## config.mk

```make
export PLATFORM = sky130hd
export DESIGN_NAME = fft_out_streamer
export DESIGN_NICKNAME = d
export VERILOG_FILES = /design/src/rtl/fft_pkg.sv /design/src/rtl/fft_out_skid.sv /design/src/rtl/fft_out_streamer.sv
export SDC_FILE = /design/constraint.sdc
export NUM_CORES = 1
export LEC_CHECK = 0
export BUFFER_PORTS_ARGS = -buffer_cell sky130_fd_sc_hd__buf_2
export CELL_PAD_IN_SITES_DETAIL_PLACEMENT = 1
export CELL_PAD_IN_SITES_GLOBAL_PLACEMENT = 2
export CORE_MARGIN = 2
export CORE_UTILIZATION = 32
export DETAILED_ROUTE_END_ITERATION = 8
export PLACE_DENSITY_LB_ADDON = 0.25
export SLEW_MARGIN = 20
export SYNTH_ARGS = -nofsm -noshare
export SYNTH_HDL_FRONTEND = slang
export SYNTH_SLANG_ARGS = --single-unit
```

## constraint.sdc

```tcl
create_clock -name clk -period 1.6 [get_ports clk]
set_input_delay 0.16 -clock clk [delete_from_list [all_inputs] [get_ports clk]]
set_output_delay 0.16 -clock clk [all_outputs]
set_load 0.005 [all_outputs]
```

## src/rtl/fft_pkg.sv

```systemverilog
// Shared FFT definitions: output-streamer FSM encoding and FP4 complex field layout.
package fft_pkg;

  typedef enum logic [1:0] {
    ST_IDLE   = 2'd0,
    ST_STREAM = 2'd1,
    ST_DRAIN  = 2'd2
  } fft_state_e;

  localparam int RE_MSB = 7;
  localparam int RE_LSB = 4;
  localparam int IM_MSB = 3;
  localparam int IM_LSB = 0;

  function automatic logic [7:0] fp4_cplx(input logic [3:0] re, input logic [3:0] im);
    logic [7:0] v;
    v                = 8'd0;
    v[RE_MSB:RE_LSB] = re;
    v[IM_MSB:IM_LSB] = im;
    return v;
  endfunction

endpackage

```

## src/rtl/fft_out_skid.sv

```systemverilog
// Two-entry FIFO with registered head; accepts a push on a full cycle when the head pops.
module fft_out_skid #(
  parameter int W = 8
) (
  input  logic         clk,
  input  logic         rst,
  input  logic         push,
  input  logic [W-1:0] din,
  input  logic         pop,
  output logic         valid,
  output logic         full,
  output logic [W-1:0] dout
);

  logic [W-1:0] head_r, tail_r, head_nxt, tail_nxt;
  logic [1:0]   cnt_r, cnt_nxt;
  logic         pop_s;

  assign pop_s = pop & valid;
  assign dout  = head_r;

  // Next occupancy and entry contents
  always_comb begin
    cnt_nxt  = cnt_r;
    head_nxt = head_r;
    tail_nxt = tail_r;
    case (cnt_r)
      2'd0: begin
        if (push) begin
          head_nxt = din;
          cnt_nxt  = 2'd1;
        end else begin
          cnt_nxt = 2'd0;
        end
      end
      2'd1: begin
        if (push && pop_s) begin
          head_nxt = din;
        end else if (push) begin
          tail_nxt = din;
          cnt_nxt  = 2'd2;
        end else if (pop_s) begin
          cnt_nxt = 2'd0;
        end else begin
          cnt_nxt = 2'd1;
        end
      end
      2'd2: begin
        if (pop_s) begin
          head_nxt = tail_r;
          if (push) begin
            tail_nxt = din;
          end else begin
            cnt_nxt = 2'd1;
          end
        end else begin
          cnt_nxt = 2'd2;
        end
      end
      default: cnt_nxt = 2'd0;
    endcase
  end

  // Storage and registered status flags
  always_ff @(posedge clk) begin
    if (rst) begin
      head_r <= '0;
      tail_r <= '0;
      cnt_r  <= 2'd0;
      valid  <= 1'b0;
      full   <= 1'b0;
    end else begin
      head_r <= head_nxt;
      tail_r <= tail_nxt;
      cnt_r  <= cnt_nxt;
      valid  <= (cnt_nxt != 2'd0);
      full   <= (cnt_nxt == 2'd2);
    end
  end

endmodule

```

## src/rtl/fft_out_streamer.sv

```systemverilog
// Streams a finished FFT frame out of the core as a valid/ready sample stream.
// Optional macro FFT_OUT_FRAME_CNT_EN adds an 8-bit wrapping frame counter output.
module fft_out_streamer
  import fft_pkg::*;
#(
  parameter int MAX_N      = 32,
  parameter int ADDR_WIDTH = $clog2(MAX_N)
) (
  input  logic                  clk,
  input  logic                  rst,
  input  logic                  fft_done,
  output logic [ADDR_WIDTH-1:0] rd_addr,
  input  logic [7:0]            rd_data,
  output logic                  m_valid,
  input  logic                  m_ready,
  output logic [7:0]            m_data,
  output logic [ADDR_WIDTH-1:0] m_index,
  output logic                  m_last,
  output logic                  busy,
  output logic                  frame_done,
`ifdef FFT_OUT_FRAME_CNT_EN
  output logic [7:0]            frame_cnt,
`endif
  output logic                  overrun
);

  localparam int                    PW       = 8 + ADDR_WIDTH + 1;
  localparam logic [ADDR_WIDTH-1:0] LAST_BIN = ADDR_WIDTH'(MAX_N - 1);

  fft_state_e            state_r, state_nxt;
  logic                  done_q, armed_r, start_s;
  logic [ADDR_WIDTH-1:0] rd_cnt_r, rd_cnt_nxt;
  logic                  push_s, pop_s, last_rd_s, frame_end_s;
  logic                  fifo_full_s, fifo_valid_s;
  logic [PW-1:0]         din_s, head_s;

  // armed_r blocks a level still high from before reset from looking like a new edge
  always_ff @(posedge clk) begin
    if (rst) begin
      done_q  <= 1'b0;
      armed_r <= 1'b0;
    end else begin
      done_q  <= fft_done;
      armed_r <= armed_r | ~fft_done;
    end
  end

  assign start_s = fft_done & ~done_q & armed_r;
  assign pop_s   = fifo_valid_s & m_ready;

  // FSM state register
  always_ff @(posedge clk) begin
    if (rst) begin
      state_r <= ST_IDLE;
    end else begin
      state_r <= state_nxt;
    end
  end

  // FSM next-state logic
  always_comb begin
    state_nxt = state_r;
    case (state_r)
      ST_IDLE: begin
        if (start_s) state_nxt = ST_STREAM;
        else         state_nxt = ST_IDLE;
      end
      ST_STREAM: begin
        if (push_s && last_rd_s) state_nxt = ST_DRAIN;
        else                     state_nxt = ST_STREAM;
      end
      ST_DRAIN: begin
        if (frame_end_s) state_nxt = ST_IDLE;
        else             state_nxt = ST_DRAIN;
      end
      default: state_nxt = ST_IDLE;
    endcase
  end

  // FSM outputs: read/push control and the bin payload
  always_comb begin
    push_s      = 1'b0;
    frame_end_s = 1'b0;
    last_rd_s   = (rd_cnt_r == LAST_BIN);
    rd_cnt_nxt  = rd_cnt_r;
    din_s       = {fp4_cplx(rd_data[RE_MSB:RE_LSB], rd_data[IM_MSB:IM_LSB]), rd_cnt_r, last_rd_s};
    case (state_r)
      ST_STREAM: begin
        push_s = ~fifo_full_s | pop_s;
        if (push_s) begin
          rd_cnt_nxt = last_rd_s ? '0 : rd_cnt_r + ADDR_WIDTH'(1);
        end else begin
          rd_cnt_nxt = rd_cnt_r;
        end
      end
      ST_DRAIN: begin
        frame_end_s = pop_s & head_s[0];
      end
      default: begin
        push_s      = 1'b0;
        frame_end_s = 1'b0;
      end
    endcase
  end

  // rd_cnt rests at zero outside STREAM, so it doubles as the read address
  always_ff @(posedge clk) begin
    if (rst) begin
      rd_cnt_r   <= '0;
      busy       <= 1'b0;
      frame_done <= 1'b0;
      overrun    <= 1'b0;
    end else begin
      rd_cnt_r   <= rd_cnt_nxt;
      busy       <= (state_nxt != ST_IDLE);
      frame_done <= frame_end_s;
      overrun    <= overrun | (start_s & (state_r != ST_IDLE));
    end
  end

  assign rd_addr = rd_cnt_r;

`ifdef FFT_OUT_FRAME_CNT_EN
  // Completed-frame counter, wraps naturally at 8 bits
  always_ff @(posedge clk) begin
    if (rst) begin
      frame_cnt <= 8'd0;
    end else if (frame_end_s) begin
      frame_cnt <= frame_cnt + 8'd1;
    end else begin
      frame_cnt <= frame_cnt;
    end
  end
`endif

  fft_out_skid #(.W(PW)) u_skid (
    .clk   (clk),
    .rst   (rst),
    .push  (push_s),
    .din   (din_s),
    .pop   (m_ready),
    .valid (fifo_valid_s),
    .full  (fifo_full_s),
    .dout  (head_s)
  );

  assign m_valid = fifo_valid_s;
  assign m_data  = head_s[PW-1 -: 8];
  assign m_index = head_s[ADDR_WIDTH:1];
  assign m_last  = head_s[0];

endmodule

```

# After elaboration in Yosys (flattened, before gate mapping)
# Index checks and enable logic that the tools add are counted.
[op_classes]
n_shift = 0
reduce_logical = 12
bitwise_logic = 11
mux = 22
div = 0
n_eq_ne = 10
n_lt_le_gt_ge = 0
addsub = 1
multipliers = 0
[ops]
columns = ["cell", "count"]
rows = [
  ["$mux W14", 6],
  ["$pmux W14 S3", 1],
  ["$pmux W14 S2", 1],
  ["$mux W2", 6],
  ["$pmux W2 S3", 2],
  ["$reduce_bool A2 Y1", 4],
  ["$eq A2 B2 Y1 const B", 3],
  ["$ne A2 B2 Y1 const B", 3],
  ["$add A5 B1 Y5 const B", 1],
  ["$and A1 B1 Y1", 5],
  ["$eq A5 B5 Y1 const B", 1],
  ["$mux W1", 5],
  ["$mux W5", 1],
  ["$eq A2 B1 Y1 const B", 2],
  ["$logic_not A2 Y1", 2],
  ["$reduce_and A4 Y1", 1],
  ["$not A1 Y1", 3],
  ["$or A1 B1 Y1", 3],
  ["$reduce_and A3 Y1", 1],
  ["$reduce_bool A3 Y1", 1],
  ["$logic_and A1 B1 Y1", 2],
  ["$ne A2 B1 Y1 const B", 1],
  ["$reduce_and A2 Y1", 1],
]
[totals]
latch_bits = 0
memories = 0
register_bits = 44
romBits = 0
in_bits = 12
ramBits = 0

# Longest topological paths before layout
[depth]
depth_word = 7
mapped_depth = 6
mapped_depth_nobuf = 6

# Hierarchy
# From an unflattened synthesis, not the netlist that was laid out.
[unflattened]
cells_unflattened = 206
area_unflattened_um2 = 2049.5
[modules_own_cells]
columns = ["mod", "seq_area_each_um2", "area_per_inst_um2", "n_inst", "cells_per_inst"]
rows = [
  ["fft_out_skid", 640.6, 1529.0, 1, 150],
  ["fft_out_streamer", 240.2, 520.5, 1, 56],
]

# Least setup slack after synthesis
# Ideal clock, no wire load.
[synth_timing]
kind = "register to register"
start = "register rd_cnt_r[0], in the netlist rd_addr[0]"
end = "register rd_cnt_r[0], in the netlist rd_addr[0]"
t_required_ps = 1525
setup_ps = 75
t_arrival_ps = 1499
stages_incl_launch_ff = 6
path_buffers = 0
setup_slack_ps = 26
period_less_slack_ps = 1574
path_cell_list = "dfxtp_1 > ha_1 > and3_1 > ha_1 > or3_1 > o22ai_1"
[synth_via]
elab_chain_len = 2
[synth_rtl]
columns = ["item", "line", "text"]
rows = [
  ["start, declared", "fft_out_streamer.sv:32", "logic [ADDR_WIDTH-1:0] rd_cnt_r, rd_cnt_nxt;"],
  ["start signal, assigned", "fft_out_streamer.sv:114", "rd_cnt_r <= rd_cnt_nxt;"],
  ["$eq A5 B5 Y1", "fft_out_streamer.sv:84", "last_rd_s = (rd_cnt_r == LAST_BIN);"],
  ["via last_rd_s", "fft_out_streamer.sv:33", "logic push_s, pop_s, last_rd_s, frame_end_s;"],
  ["$mux W5", "fft_out_streamer.sv:91", "rd_cnt_nxt = last_rd_s ? '0 : rd_cnt_r + ADDR_WIDTH'(1);"],
]
# The timed path passes the listed nets, and every way through them passes these cells.
# A chain may end at the register's enable or synchronous reset.

# Worst setup path in the final report
# Same ends and word-level chain as after synthesis.

==> metrics.cfg <==
[timing]
maxSlewHeadroom_pct = 73.0
slew_viol_final = 0
tightest_slew_ns = 0.404
finalCriticalPeriod_ns = 1.54
period_share_pct = 96.0
setup_violations = 0
hold_violations = 0
skew_ns = 0.00712
finalSetupTns_ns = 0
fmax_mhz = 651
rsz0062_at_grt = false

[die]
initial_core_util_pct = 33.3
die_w_microns = 85.5
num_rows = 29
io_pins = 35
core_sq_um = 6390
die-area_sq_um = 7310
die_y_microns = 85.5

[placed_design]
io_buffers = 34
placedCellCount = 322
dp_hpwl_mm = 3.85
gp_congestion = 0.770

[clocking]
clockBufferDepth = 2
cts.sinks = 44
h-tree-depth = 2
cts_tree = built
clockRootBuffer = clkbuf_8
clock_latency_ns = 0.30
path_clk_slew_ns = 0.09
cts_buffers = 5

[logic_synthesis]
synthCells = 205
synth_top_area_share_pct = 41.4
syn-num-nets = 219
ys_ff_latch = 44
synth_edf_count = 0
syn_area_sq_um = 2130
seq_area_frac_synth_pct = 41.4
synth_warnings = 0
synth-main-ff-cell = dfxtp_1
synth_largest_area_cell = dfxtp_1
synth_cell_type_count = 44
synth.area.top_cells = dfxtp_1 41%, mux2i_1 13%, nand2b_1 8.8%
avgSynthCellArea_sq_um = 10.4
synth-async-reset-ratio_pct = 0

[worst_setup_path]
crit_fanout = 3
r2r_start = rd_addr[0]
cp_cell_sequence = ha_2, and3_1, ha_1, or3_4, o22ai_1
critPathLaunch = rd_addr[0]
critPathSlowestCell = or3_4
timing.critical_path.buf_inv = 0
end_kind = flop
r2r-end = rd_addr[0]
path_class = flop to flop
required_ns = 1.83
setup.worst_path.end = rd_addr[0]
cpLargestDelayFamily = simple AND/OR/NAND/NOR gates
max_stage_delay_ns = 0.41
reg2reg_depth = 5
crit_arrival_ns = 1.76
worst_setup_path_start_kind = flop
cp_num_cells = 5
r2r_setup_slack_ns = 0.06

[finish]
antenna_cells = 0
final-instance-count-excl-fill = 331
nFillCells = 725
syn2layout_area_growth_pct = 26.1
drive_above_1_share_pct = 35.8
fin_nets = 267

[power]
clock_power_share_pct = 38.0
p_sw_w = 0.000600
swShare_pct = 25.5
comb_power_share_pct = 12.8
pwr_density_cell_nw_per_um2 = 878
p_int_w = 0.00175
leakagePower_nw = 1.24
ir_worst_vdd_v = 0.000366
pwr-share-seq_pct = 49.2

[grt]
grt_overflow = 0
grt_max_degree = 25
grt_pass1_vias = 1826
grt_usage_pct = 15.8
antenna_found_initial = 0
grt_pass1_wl_mm = 9.11

[routing]
post_drt_via_cell_ratio = 5.22
wl_per_cell_microns = 16.9
vias = 1728
drt_iter0_drc = 69
antenna_left = 0
drt_first_pass_iters = 4
drc = 0
routed_wl_mm = 5.59

[min_path]
hp-class = input port to flop

[flow_run]
drv_cap = 0

[run_status]
status = complete, no violations

==> power by group through the flow <==
| stage | logic (W) | clock network, W | registers, W |
|---|---|---|---|
| floorplan | 0.000168 | 0 | 0.00118 |
| global placement | 0.000295 | 0 | 0.00118 |
| detailed placement | 0.000297 | 0 | 0.00118 |
| CTS | 0.000299 | 0.000917 | 0.00116 |
| global route | 0.000327 | 0.000963 | 0.00117 |
| finish | 0.000300 | 0.000894 | 0.00116 |
==> layer usage <==
| layer | vias up | GRT usage (%) | routed length (microns) |
|---|---|---|---|
| li1 | 852 | - | - |
| met1 | 843 | 20.0 | 2570 |
| met2 | 26 | 27.4 | 2780 |
| met3 | 7 | 3.27 | 168 |
| met4 | 0 | 4.04 | 72 |
| met5 | - | 0 | 0 |
==> cells in the mapped netlist (2+ instances only) <==
library cell and number:
nor3_1 2, a211oi_2 10, buf_2 5, or3b_2 2, buf_6 2, nand3_1 3, dfxtp_1 44, o22ai_1 3
ha_1 2, mux2i_1 28, nand2b_1 30, nand2_1 2, o21bai_1 2, inv_1 3, buf_4 2, a21oi_1 10
nor2_1 3, o21ai_0 3, a21boi_1 2, a211oi_1 18, clkbuf_1 6
==> what timing repair did <==
action / 4_1_cts / 5_1_grt
setup buffers: 0 / 1
resized for setup: 0 / 8
hold buffers: 0 / 0
endpoints found under the setup margin: 0 / 17
==> worst min-delay path by stage <==
stage                         from      end  slack [ns]  cells past startpoint
after global routing      fft_done  armed_r        0.06                      2
final                     fft_done  armed_r        0.05                      2
after global placement    fft_done  armed_r        0.36                      2
after CTS                 fft_done  armed_r        0.05                      2
after detailed placement  fft_done  armed_r        0.37                      2
after floorplan           fft_done  armed_r        0.25                      1
==> worst reg2reg max path, cell delays in order, from the launching register on <==
cell and delay, ns:
dfxtp_1 0.32, ha_2 0.20, and3_1 0.20, ha_1 0.19, or3_4 0.41, o22ai_1 0.14
==> cells by family after synthesis <==
logic type                 count (synthesis)  share of synthesized area (%)
adders and majority gates                  2                           1.18
muxes                                     28                           13.2
AOI/OAI and AO/OA                         57                           21.7
DFF                                       44                           41.4
buffers and inverters                     19                           5.24
and+or+nand+nor                           55                           17.2
==> metrics by stage <==
stage	hold WS (ns)	total power, W	util [%]	setup WS (ns)	area (sq um)
after floorplan	0.252	0.00135	-	0.0261	2130
after global placement	0.364	0.00148	39.3	0.0394	2510
after detailed placement	0.368	0.00148	39.3	0.0270	2510
after CTS	0.0454	0.00238	41.1	0.00729	2620
after global routing	0.0560	0.00246	42.0	0.00140	2680
final	0.0522	0.00235	42.0	0.0647	2680
==> flip-flops by register name, indices dropped and copies added, names as in the netlist <==
register and flops:
u_skid.dout 14, rd_addr 5, u_skid.valid 1, busy 1
u_skid.cnt_r 2, overrun 1, u_skid.full 1, frame_done 1
u_skid.tail_r 14, done_q 1, state_r 2, armed_r 1
==> layout by cell type (no fill, tap or decap), types with 5 or more instances in the layout <==
cell and instances:
buf_12 5, clkbuf_8 5, mux2i_1 28, dfxtp_1 44, a211oi_2 10, buf_4 18
a21oi_1 10, a211oi_1 18, nand2b_1 30, buf_2 34
==> final cells by class <==
| type | instances | area (sq um) | share of cell area (%) |
|---|---|---|---|
| clock buffers | 5 | 68.8 | 2.57 |
| clock inverters | 3 | 46.3 | 1.73 |
| inverters | 3 | 11.3 | 0.420 |
| multi-input cells | 142 | 1170 | 43.7 |
| flip-flops and latches | 44 | 881 | 32.9 |
| well taps | 77 | 96.3 | 3.59 |
| repair buffers | 57 | 405 | 15.1 |
(Power assumes the default switching activity.)
